--- src/rtl/chan_acq_responder_pkg.sv ---
// Shared types and constants for the channel acquisition responder.
// No logic; trigger-type codes, counter widths and FSM state encoding.
// Imported by the top and by the burst sequencer.
package chan_acq_responder_pkg;

  localparam logic [1:0] TRIG_NONE     = 2'd0;
  localparam logic [1:0] TRIG_MUON     = 2'd1;
  localparam logic [1:0] TRIG_LASER    = 2'd2;
  localparam logic [1:0] TRIG_PEDESTAL = 2'd3;

  localparam int BURST_CNT_W = 23;
  localparam int WFM_CNT_W   = 12;
  localparam int EVENT_CNT_W = 24;

  typedef enum logic [1:0] {
    ST_IDLE    = 2'd0,
    ST_ARMED   = 2'd1,
    ST_ACQUIRE = 2'd2,
    ST_DONE    = 2'd3
  } state_e;

  // Pedestal events always capture exactly one waveform.
  function automatic logic [WFM_CNT_W-1:0] eff_wfm_count(input logic [1:0]           trig_type,
                                                          input logic [WFM_CNT_W-1:0] wfm_count);
    return (trig_type == TRIG_PEDESTAL) ? WFM_CNT_W'(1) : wfm_count;
  endfunction

endpackage

--- src/rtl/chan_acq_responder_burst_seq.sv ---
// Burst/waveform nested counter emitting one burst-write command per burst.
// Latency: cmd_valid_o rises the cycle after load_i; one command per cycle when ready.
// Backpressure: valid/addr/last hold while cmd_ready_i is low; abort_i drops valid.
module acq_burst_sequencer
  import chan_acq_responder_pkg::*;
#(
  parameter int ADDR_WIDTH   = 26,
  parameter int BURST_STRIDE = 8
) (
  input  logic                   clk_i,
  input  logic                   reset_i,
  input  logic                   load_i,
  input  logic                   abort_i,
  input  logic [BURST_CNT_W-1:0] burst_lim_i,
  input  logic [WFM_CNT_W-1:0]   wfm_lim_i,
  input  logic [ADDR_WIDTH-1:0]  base_addr_i,
  input  logic                   cmd_ready_i,
  output logic                   cmd_valid_o,
  output logic [ADDR_WIDTH-1:0]  cmd_addr_o,
  output logic                   cmd_last_o,
  output logic                   last_hs_o,
  output logic [ADDR_WIDTH-1:0]  next_addr_o
);

  localparam logic [ADDR_WIDTH-1:0] STRIDE = ADDR_WIDTH'(BURST_STRIDE);

  logic                   valid_q, valid_d;
  logic [ADDR_WIDTH-1:0]  addr_q, addr_d;
  logic [BURST_CNT_W-1:0] burst_idx_q, burst_idx_d, burst_lim_q, burst_lim_d;
  logic [WFM_CNT_W-1:0]   wfm_idx_q, wfm_idx_d, wfm_lim_q, wfm_lim_d;
  logic                   burst_wrap, is_last, hs;

  // Indices never exceed limit-1, so idx+1 cannot overflow the counter width.
  assign burst_wrap  = (burst_idx_q + BURST_CNT_W'(1)) == burst_lim_q;
  assign is_last     = burst_wrap && ((wfm_idx_q + WFM_CNT_W'(1)) == wfm_lim_q);
  assign hs          = valid_q && cmd_ready_i;
  // Valid is masked by reset so an in-flight command vanishes as reset is sampled.
  assign cmd_valid_o = valid_q && !reset_i;
  assign cmd_addr_o  = addr_q;
  assign cmd_last_o  = valid_q && is_last && !reset_i;
  assign last_hs_o   = hs && is_last;
  assign next_addr_o = addr_q + STRIDE;

  // Sequencer registers.
  always_ff @(posedge clk_i) begin
    if (reset_i) begin
      valid_q     <= 1'b0;
      addr_q      <= '0;
      burst_idx_q <= '0;
      burst_lim_q <= '0;
      wfm_idx_q   <= '0;
      wfm_lim_q   <= '0;
    end else begin
      valid_q     <= valid_d;
      addr_q      <= addr_d;
      burst_idx_q <= burst_idx_d;
      burst_lim_q <= burst_lim_d;
      wfm_idx_q   <= wfm_idx_d;
      wfm_lim_q   <= wfm_lim_d;
    end
  end

  // Load a new event, abort, or step the nested counters on each handshake.
  always_comb begin
    valid_d     = valid_q;
    addr_d      = addr_q;
    burst_idx_d = burst_idx_q;
    burst_lim_d = burst_lim_q;
    wfm_idx_d   = wfm_idx_q;
    wfm_lim_d   = wfm_lim_q;
    if (load_i) begin
      valid_d     = 1'b1;
      addr_d      = base_addr_i;
      burst_idx_d = '0;
      wfm_idx_d   = '0;
      burst_lim_d = burst_lim_i;
      wfm_lim_d   = wfm_lim_i;
    end else if (abort_i) begin
      valid_d = 1'b0;
    end else if (hs) begin
      addr_d = addr_q + STRIDE;
      if (burst_wrap) begin
        burst_idx_d = '0;
        wfm_idx_d   = wfm_idx_q + WFM_CNT_W'(1);
      end else begin
        burst_idx_d = burst_idx_q + BURST_CNT_W'(1);
      end
      if (is_last) valid_d = 1'b0;
    end
  end

endmodule

--- src/rtl/chan_acq_responder.sv ---
// Channel-side acquisition endpoint: arm/trigger FSM issuing DDR3 burst-write commands.
// Latency: first command the cycle after the trigger; acq_done the cycle after the last handshake.
// Backpressure: commands stall on cmd_ready; optional CHAN_ACQ_TIMEOUT_EN watchdog aborts a stuck event.
module chan_acq_responder
  import chan_acq_responder_pkg::*;
#(
  parameter int ADDR_WIDTH     = 26,
  parameter int BURST_STRIDE   = 8,
  parameter int TIMEOUT_CYCLES = 4096
) (
  input  logic                   clk,
  input  logic                   reset,
  input  logic [1:0]             acq_enable,
  input  logic                   acq_trig,
  output logic                   acq_done,
  input  logic [BURST_CNT_W-1:0] burst_count,
  input  logic [WFM_CNT_W-1:0]   wfm_count,
  output logic                   cmd_valid,
  input  logic                   cmd_ready,
  output logic [ADDR_WIDTH-1:0]  cmd_addr,
  output logic                   cmd_last,
  output logic [1:0]             cmd_type,
  output logic [EVENT_CNT_W-1:0] event_count,
  output logic                   error_trig_overlap,
  output logic                   error_timeout
);

  localparam int WD_W = $clog2(TIMEOUT_CYCLES + 1);

  state_e                 state_q, state_d;
  logic [1:0]             type_q, type_d;
  logic [EVENT_CNT_W-1:0] evt_q, evt_d;
  logic [ADDR_WIDTH-1:0]  base_q, base_d;
  logic                   ovl_q, ovl_d;
  logic                   seq_load, seq_abort, seq_last_hs;
  logic [ADDR_WIDTH-1:0]  seq_next_addr;
  logic [WFM_CNT_W-1:0]   wfm_eff;
  logic                   zero_count, trig_overlap, timeout_hit;

  assign wfm_eff      = eff_wfm_count(acq_enable, wfm_count);
  assign zero_count   = (burst_count == '0) || (wfm_eff == '0);
  assign trig_overlap = acq_trig && ((state_q == ST_ACQUIRE) || (state_q == ST_DONE) ||
                                     ((state_q == ST_IDLE) && (acq_enable != TRIG_NONE)));

  assign acq_done           = (state_q == ST_IDLE) || (state_q == ST_DONE);
  assign cmd_type           = type_q;
  assign event_count        = evt_q;
  assign error_trig_overlap = ovl_q;

  acq_burst_sequencer #(
    .ADDR_WIDTH   (ADDR_WIDTH),
    .BURST_STRIDE (BURST_STRIDE)
  ) u_seq (
    .clk_i       (clk),
    .reset_i     (reset),
    .load_i      (seq_load),
    .abort_i     (seq_abort),
    .burst_lim_i (burst_count),
    .wfm_lim_i   (wfm_eff),
    .base_addr_i (base_q),
    .cmd_ready_i (cmd_ready),
    .cmd_valid_o (cmd_valid),
    .cmd_addr_o  (cmd_addr),
    .cmd_last_o  (cmd_last),
    .last_hs_o   (seq_last_hs),
    .next_addr_o (seq_next_addr)
  );

`ifdef CHAN_ACQ_TIMEOUT_EN
  logic [WD_W-1:0] wdog_q, wdog_d;
  logic            tout_q, tout_d;
  logic            stall;

  assign stall         = (state_q == ST_ACQUIRE) && cmd_valid && !cmd_ready;
  assign timeout_hit   = stall && (wdog_q == WD_W'(TIMEOUT_CYCLES - 1));
  assign error_timeout = tout_q;

  // Count consecutive stalled cycles; any accepted or idle cycle restarts the count.
  always_comb begin
    wdog_d = '0;
    tout_d = tout_q | timeout_hit;
    if (stall && !timeout_hit) wdog_d = wdog_q + WD_W'(1);
  end

  // Watchdog registers.
  always_ff @(posedge clk) begin
    if (reset) begin
      wdog_q <= '0;
      tout_q <= 1'b0;
    end else begin
      wdog_q <= wdog_d;
      tout_q <= tout_d;
    end
  end
`else
  logic [WD_W-1:0] unused_wd_limit;

  assign unused_wd_limit = WD_W'(TIMEOUT_CYCLES);
  assign timeout_hit     = 1'b0;
  assign error_timeout   = 1'b0;
`endif

  // FSM and event bookkeeping registers.
  always_ff @(posedge clk) begin
    if (reset) begin
      state_q <= ST_IDLE;
      type_q  <= TRIG_NONE;
      evt_q   <= '0;
      base_q  <= '0;
      ovl_q   <= 1'b0;
    end else begin
      state_q <= state_d;
      type_q  <= type_d;
      evt_q   <= evt_d;
      base_q  <= base_d;
      ovl_q   <= ovl_d;
    end
  end

  // Next-state: arm on enable, latch on trigger, finish on last handshake or watchdog.
  always_comb begin
    state_d   = state_q;
    type_d    = type_q;
    evt_d     = evt_q;
    base_d    = base_q;
    ovl_d     = ovl_q | trig_overlap;
    seq_load  = 1'b0;
    seq_abort = 1'b0;
    case (state_q)
      ST_IDLE: begin
        if (acq_enable != TRIG_NONE) state_d = ST_ARMED;
      end
      ST_ARMED: begin
        if (acq_enable == TRIG_NONE) begin
          state_d = ST_IDLE;
        end else if (acq_trig) begin
          type_d = acq_enable;
          if (zero_count) begin
            state_d = ST_DONE;
            evt_d   = evt_q + EVENT_CNT_W'(1);
          end else begin
            state_d  = ST_ACQUIRE;
            seq_load = 1'b1;
          end
        end
      end
      ST_ACQUIRE: begin
        if (timeout_hit) begin
          // Resume the next event at the command that never got accepted.
          seq_abort = 1'b1;
          base_d    = cmd_addr;
          state_d   = ST_DONE;
        end else if (seq_last_hs) begin
          evt_d   = evt_q + EVENT_CNT_W'(1);
          base_d  = seq_next_addr;
          // A disarm seen during the event skips the DONE hold entirely.
          state_d = (acq_enable == TRIG_NONE) ? ST_IDLE : ST_DONE;
        end
      end
      ST_DONE: begin
        if (acq_enable == TRIG_NONE) state_d = ST_IDLE;
      end
      default: state_d = ST_IDLE;
    endcase
  end

endmodule

--- config.mk ---
export PLATFORM = sky130hd
export DESIGN_NAME = chan_acq_responder
export DESIGN_NICKNAME = d
export VERILOG_FILES = /design/src/rtl/chan_acq_responder_pkg.sv /design/src/rtl/chan_acq_responder_burst_seq.sv /design/src/rtl/chan_acq_responder.sv
export SDC_FILE = /design/constraint.sdc
export NUM_CORES = 1
export LEC_CHECK = 0
export BUFFER_PORTS_ARGS = -buffer_cell sky130_fd_sc_hd__clkbuf_2
export CAP_MARGIN = 20
export CORE_ASPECT_RATIO = 0.75
export CORE_MARGIN = 2
export CORE_UTILIZATION = 30
export DETAILED_ROUTE_END_ITERATION = 10
export PLACE_DENSITY_LB_ADDON = 0.2
export SLEW_MARGIN = 5
export SYNTH_ARGS = -nofsm -noshare
export SYNTH_HDL_FRONTEND = slang
export SYNTH_SLANG_ARGS = --single-unit
--- constraint.sdc ---
create_clock -name clk -period 5.05 [get_ports clk]
set_clock_uncertainty 0.1 [all_clocks]
set_input_delay 0.505 -clock clk [delete_from_list [all_inputs] [get_ports clk]]
set_output_delay 0.505 -clock clk [all_outputs]
set_load 0.005 [all_outputs]
Word level (Yosys, flattened, before mapping)
Index checks and enable logic that the tools add are counted.
{"block": "totals", "ff_bits": 152, "latchBits": 0, "ramBits": 0, "romBits": 0, "input_bits": 41, "out_inout_bits": 57, "elab_cells": 82, "memories": 0}
{"block": "classes", "n_addsub": 4, "mul": 0, "div_mod_pow": 0, "magnitude_cmp": 0, "eq_ne": 13, "shift": 0, "mux": 24, "bitwise_logic": 2, "n_reduce_logical": 28}
{"operator": "24-bit 2-to-1 mux", "n": 4}
{"operator": "26-bit 2-to-1 mux", "n": 2}
{"operator": "24-bit one-hot mux with 2 select lines", "n": 1}
{"operator": "26-bit by 4-bit adder with 26-bit output, second input constant", "n": 1}
{"operator": "24-bit by 1-bit adder with 24-bit output, second input constant", "n": 1}
{"operator": "23-bit by 1-bit adder with 23-bit output, second input constant", "n": 1}
{"operator": "23-bit equality test", "n": 1}
{"operator": "23-bit zero test", "n": 1}
{"operator": "23-bit 2-to-1 mux", "n": 1}
{"operator": "12-bit by 1-bit adder with 12-bit output, second input constant", "n": 1}
{"operator": "12-bit equality test", "n": 1}
{"operator": "12-bit zero test", "n": 1}
{"operator": "12-bit 2-to-1 mux", "n": 1}
{"operator": "2-bit 2-to-1 mux", "n": 6}
{"operator": "2-bit inequality test, second input constant", "n": 5}
{"operator": "1-bit logical AND", "n": 8}
{"operator": "1-bit 2-to-1 mux", "n": 8}
{"operator": "2-bit one-hot mux with 4 select lines", "n": 1}
{"operator": "2-bit nonzero test", "n": 4}
{"operator": "2-bit equality test, second input constant", "n": 3}
{"operator": "2-bit AND reduction", "n": 3}
{"operator": "5-bit AND reduction", "n": 1}
{"operator": "2-bit zero test", "n": 2}
{"operator": "1-bit logical OR", "n": 4}
{"operator": "9 further kinds", "n": 9}

Longest topological paths before layout
{"block": "logic_depth", "depth_word": 10, "ltp_mapped": 14}

Cells and area by module
Synthesis repeated with hierarchy kept, for this count alone.
{"block": "hier_totals", "cells_unflattened": 1063, "hier_area_um2": 8550.7}
{"module": "acq_burst_sequencer", "instances": 1, "cells_per_inst": 744, "area_per_inst_um2": 5994.5, "seq_area_each_um2": 1941.9}
{"module": "chan_acq_responder", "instances": 1, "cells_per_inst": 319, "area_per_inst_um2": 2556.2, "seq_area_each_um2": 1101.1}

Least setup slack after synthesis
No wires, ideal clock.
{"block": "synth_path", "path_type": "register -> register", "from": "register u_seq.burst_idx_q[1]", "to": "register base_q[11]", "setup_time_ns": 0.134, "t_arrival_ns": 3.204, "slack_ns": 1.612, "path_stages_with_launch": 13, "cell_sequence": "dfxtp_1 ha_1 nand3_1 or4_1 nor3_1 xnor2_1 o2111ai_2 nor4_2 buf_2 and4_1 buf_4 buf_2 a211oi_1"}
{"block": "synth_via", "elab_chain_len": 5}
{"element": "start: declaration", "line": "chan_acq_responder_burst_seq.sv:29", "text": "logic [BURST_CNT_W-1:0] burst_idx_q, burst_idx_d, burst_lim_q, burst_lim_d;"}
{"element": "start signal: assignment", "line": "chan_acq_responder_burst_seq.sv:56", "text": "burst_idx_q <= burst_idx_d;"}
{"element": "23-bit by 1-bit adder with 23-bit output", "line": "chan_acq_responder_burst_seq.sv:34", "text": "assign burst_wrap = (burst_idx_q + BURST_CNT_W'(1)) == burst_lim_q;"}
{"element": "23-bit equality test", "line": "chan_acq_responder_burst_seq.sv:34"}
{"element": "1-bit logical AND", "line": "chan_acq_responder_burst_seq.sv:35", "text": "assign is_last = burst_wrap && ((wfm_idx_q + WFM_CNT_W'(1)) == wfm_lim_q);"}
{"element": "1-bit logical AND", "line": "chan_acq_responder_burst_seq.sv:41", "text": "assign last_hs_o = hs && is_last;"}
{"element": "2-bit AND reduction (no line)"}
{"element": "end signal: assignment", "line": "chan_acq_responder.sv:115", "text": "base_q <= base_d;"}
{"element": "end: declaration", "line": "chan_acq_responder.sv:33", "text": "logic [ADDR_WIDTH-1:0] base_q, base_d;"}
No other way between the ends.
A chain may end at the register's enable or synchronous reset.

Worst setup path after layout
{"block": "layout_path", "from": "register u_seq.burst_idx_q[0]", "to": "output port cmd_last"}
{"block": "layout_via", "elab_chain_len": 5}
{"element": "23-bit by 1-bit adder with 23-bit output", "line": "chan_acq_responder_burst_seq.sv:34"}
{"element": "23-bit equality test", "line": "chan_acq_responder_burst_seq.sv:34"}
{"element": "1-bit logical AND", "line": "chan_acq_responder_burst_seq.sv:35"}
{"element": "1-bit logical AND (2 in series)", "line": "chan_acq_responder_burst_seq.sv:40", "text": "assign cmd_last_o = valid_q && is_last && !reset_i;"}
{"element": "end: declaration", "line": "chan_acq_responder.sv:21", "text": "output logic cmd_last,"}
No other way between the ends.

==> run metrics <==
initial DRC count=326; Initial Util=0.308; Max-Cap Viols=0; Slew HR=0.387; number of flops mapped to enable cells by yosys=0; cts repair resizes=0; vias in the first global route=6967; net count after synthesis=1081; origin of the worst min-delay path=burst_count[4]; Tmin final=4.42 ns; Worst Setup SP=u_seq.burst_idx_q[0]; Critical Path AT=3.82 ns; top cells by area, synth=dfxtp_1, a21oi_1, xnor2_1; GRT Util Overall=0.161; Die X=194 um; CP endpoint kind=primary output; row cnt=51; Avg WL per Cell=15.5 um; CTS clk-pin slew, worst paths=0.07 ns; Hold Fails Final Rpt=0; worst hold path class=in2reg; TritonCTS clock tree=built; commonest non-fill, non-tap cell in the layout=dfxtp_1; number of synthesized register bits=152; # diodes=0; r2r startpoint=u_seq.burst_idx_q[0]; register area share after synthesis=0.377; post-route setup slack=0.628 ns; critical path fanouts, max=8; Setup Crit Path Kind=reg2out; Synth Cell Area=8080 um2; top cell type's share of synthesized area=0.377; Final setup viols=0; Final period util=0.876; Achievable Freq=226 MHz; Ports=98; Final HPWL DP=15300 um; leakage=3.23 nW; YS warnings=0; fraction of registers with async set/reset=0; post-synth top area cell=dfxtp_1; final net count=1132; Setup TNS Final=0 ns; drt drc=0; area grow syn2layout=15.9%; critical path launch point type=flop; Post-CTS Setup Inserts=0; Slew @ Worst Pin=0.907 ns; Synth cell types=60; worst skew pair latency=0.44 ns; Post-Syn Instances=1031; remaining global-route overflow=0; Via Count=7358; clock buffer depth=2; H-tree levels=4; Routability Congestion=0.814; Avg Synthesized Cell Area=7.84 um2; Die Ht=146 um; drt pass-1 iters=5; PwrDens=307 nW/um2; final core utilization=0.357; cts hold-fix bufs=0; clk root buf=clkbuf_16; outcome=complete, no violations; max-slew violations=0; Placed Cells=1407; Req. time, crit path=4.45 ns; RSZ-0062 raised after global routing=false; final WL=22300 um; I/O Buffers=96; Min Hold Slack=0.202 ns; top_reg_cell synth=dfxtp_1; largest net degree at the start of global routing=83; Fill cells=2739; CTS sink cnt=152; antenna-violating nets left=0; area of the die=28300 um2; share of cells above drive strength 1=0.142; Final Non-Filler Cells=1439; initial antenna violation count=0; area of the core=26200 um2; global-route wire length before repair=37200 um; Worst VDD drop=240 uV; most frequent cells in the layout=dfxtp_1, nand2_1, a21oi_1, nor2_1, clkbuf_2; CTS Buf Count=17; Via-to-Cell Ratio=5.11; pre-CTS WS=0.749 ns
## registers in the layout (all words and copies together) (netlist names)
signal,count
event_count,24
u_seq.valid_q,1
cmd_type,2
error_trig_overlap,1
u_seq.cmd_addr_o,26
u_seq.wfm_idx_q,12
base_q,26
u_seq.wfm_lim_q,12
u_seq.burst_lim_q,23
u_seq.burst_idx_q,23
state_q,2
## per-stage QoR
stage / total power, mW / instance area (um2)
floorplan: 1.50 / 8080
global placement: 1.62 / 8790
detailed placement: 1.62 / 8790
CTS: 2.93 / 9370
global route: 3.02 / 9370
finish: 2.88 / 9370
## metal layers
layer  part of all wire  up-vias  GRT usage
li1                   -     3786          -
met1               0.51     3453      0.224
met2               0.44       98      0.249
met3              0.028       21     0.0326
met4              0.017        0     0.0511
met5                  0        -          0
## cells by family after synthesis
logic type,count (synthesis),share of synthesized area
DFF,152,0.377
other,1,0.000464
adders and majority gates,9,0.0139
AOI/OAI and AO/OA,239,0.179
and+or+nand+nor,441,0.275
buffers and inverters,89,0.0463
xor gates and xnor gates,92,0.0997
muxes,8,0.00991
## where the power goes
part / switching, mW / leakage [nW] / internal (mW)
Clock: 0.594 / 0.285 / 0.699
Combinational: 0.181 / 1.72 / 0.117
Sequential: 0.0502 / 1.23 / 1.24
## final timing paths
| kind | slack, ns | endpoint | cells after the start |
|---|---|---|---|
| worst min register to register | 0.35 | u_seq.cmd_addr_o[1] | 2 |
| worst min-delay path | 0.20 | u_seq.burst_lim_q[4] | 3 |
| worst max-delay path | 0.63 | cmd_last | 9 |
| worst max register to register | 0.70 | base_q[1] | 11 |
## critical path: stages (launching register included)
cell,delay [ns]
dfxtp_1,0.47
ha_1,0.33
nand3_1,0.29
or4_1,0.66
nor3_1,0.36
xnor2_1,0.19
o2111ai_2,0.22
nor4_4,0.47
and3_1,0.26
clkbuf_2,0.12
## synthesized netlist by cell type (3+ instances only)
library cell,instances
nor4_1,14
nor2_1,99
nand2_1,123
or4_1,13
nor2b_1,4
dfxtp_1,152
inv_1,13
o31ai_1,9
buf_1,6
a311oi_1,5
and2_1,4
and3_1,21
xor2_1,34
buf_4,5
nor3b_1,3
a211oi_1,43
mux2i_1,8
nand3b_1,9
buf_2,16
nand4_1,19
nor3_1,24
o21a_1,4
nand2b_1,4
nand3_1,54
ha_1,9
xnor2_1,58
a31oi_1,4
and4_1,10
o21ai_0,52
a21oi_1,102
or3_1,28
clkbuf_1,48
## cell type report
class	instances	area (um2)	share of cell area
sequential	152	3040	0.325
clock buffer	17	425	0.0454
tap	344	430	0.0459
multi-input combinational	790	4680	0.500
clock inverter	15	155	0.0166
timing repair buffer	108	586	0.0625
inverter	13	48.8	0.00521
(Power assumes the default switching activity.)
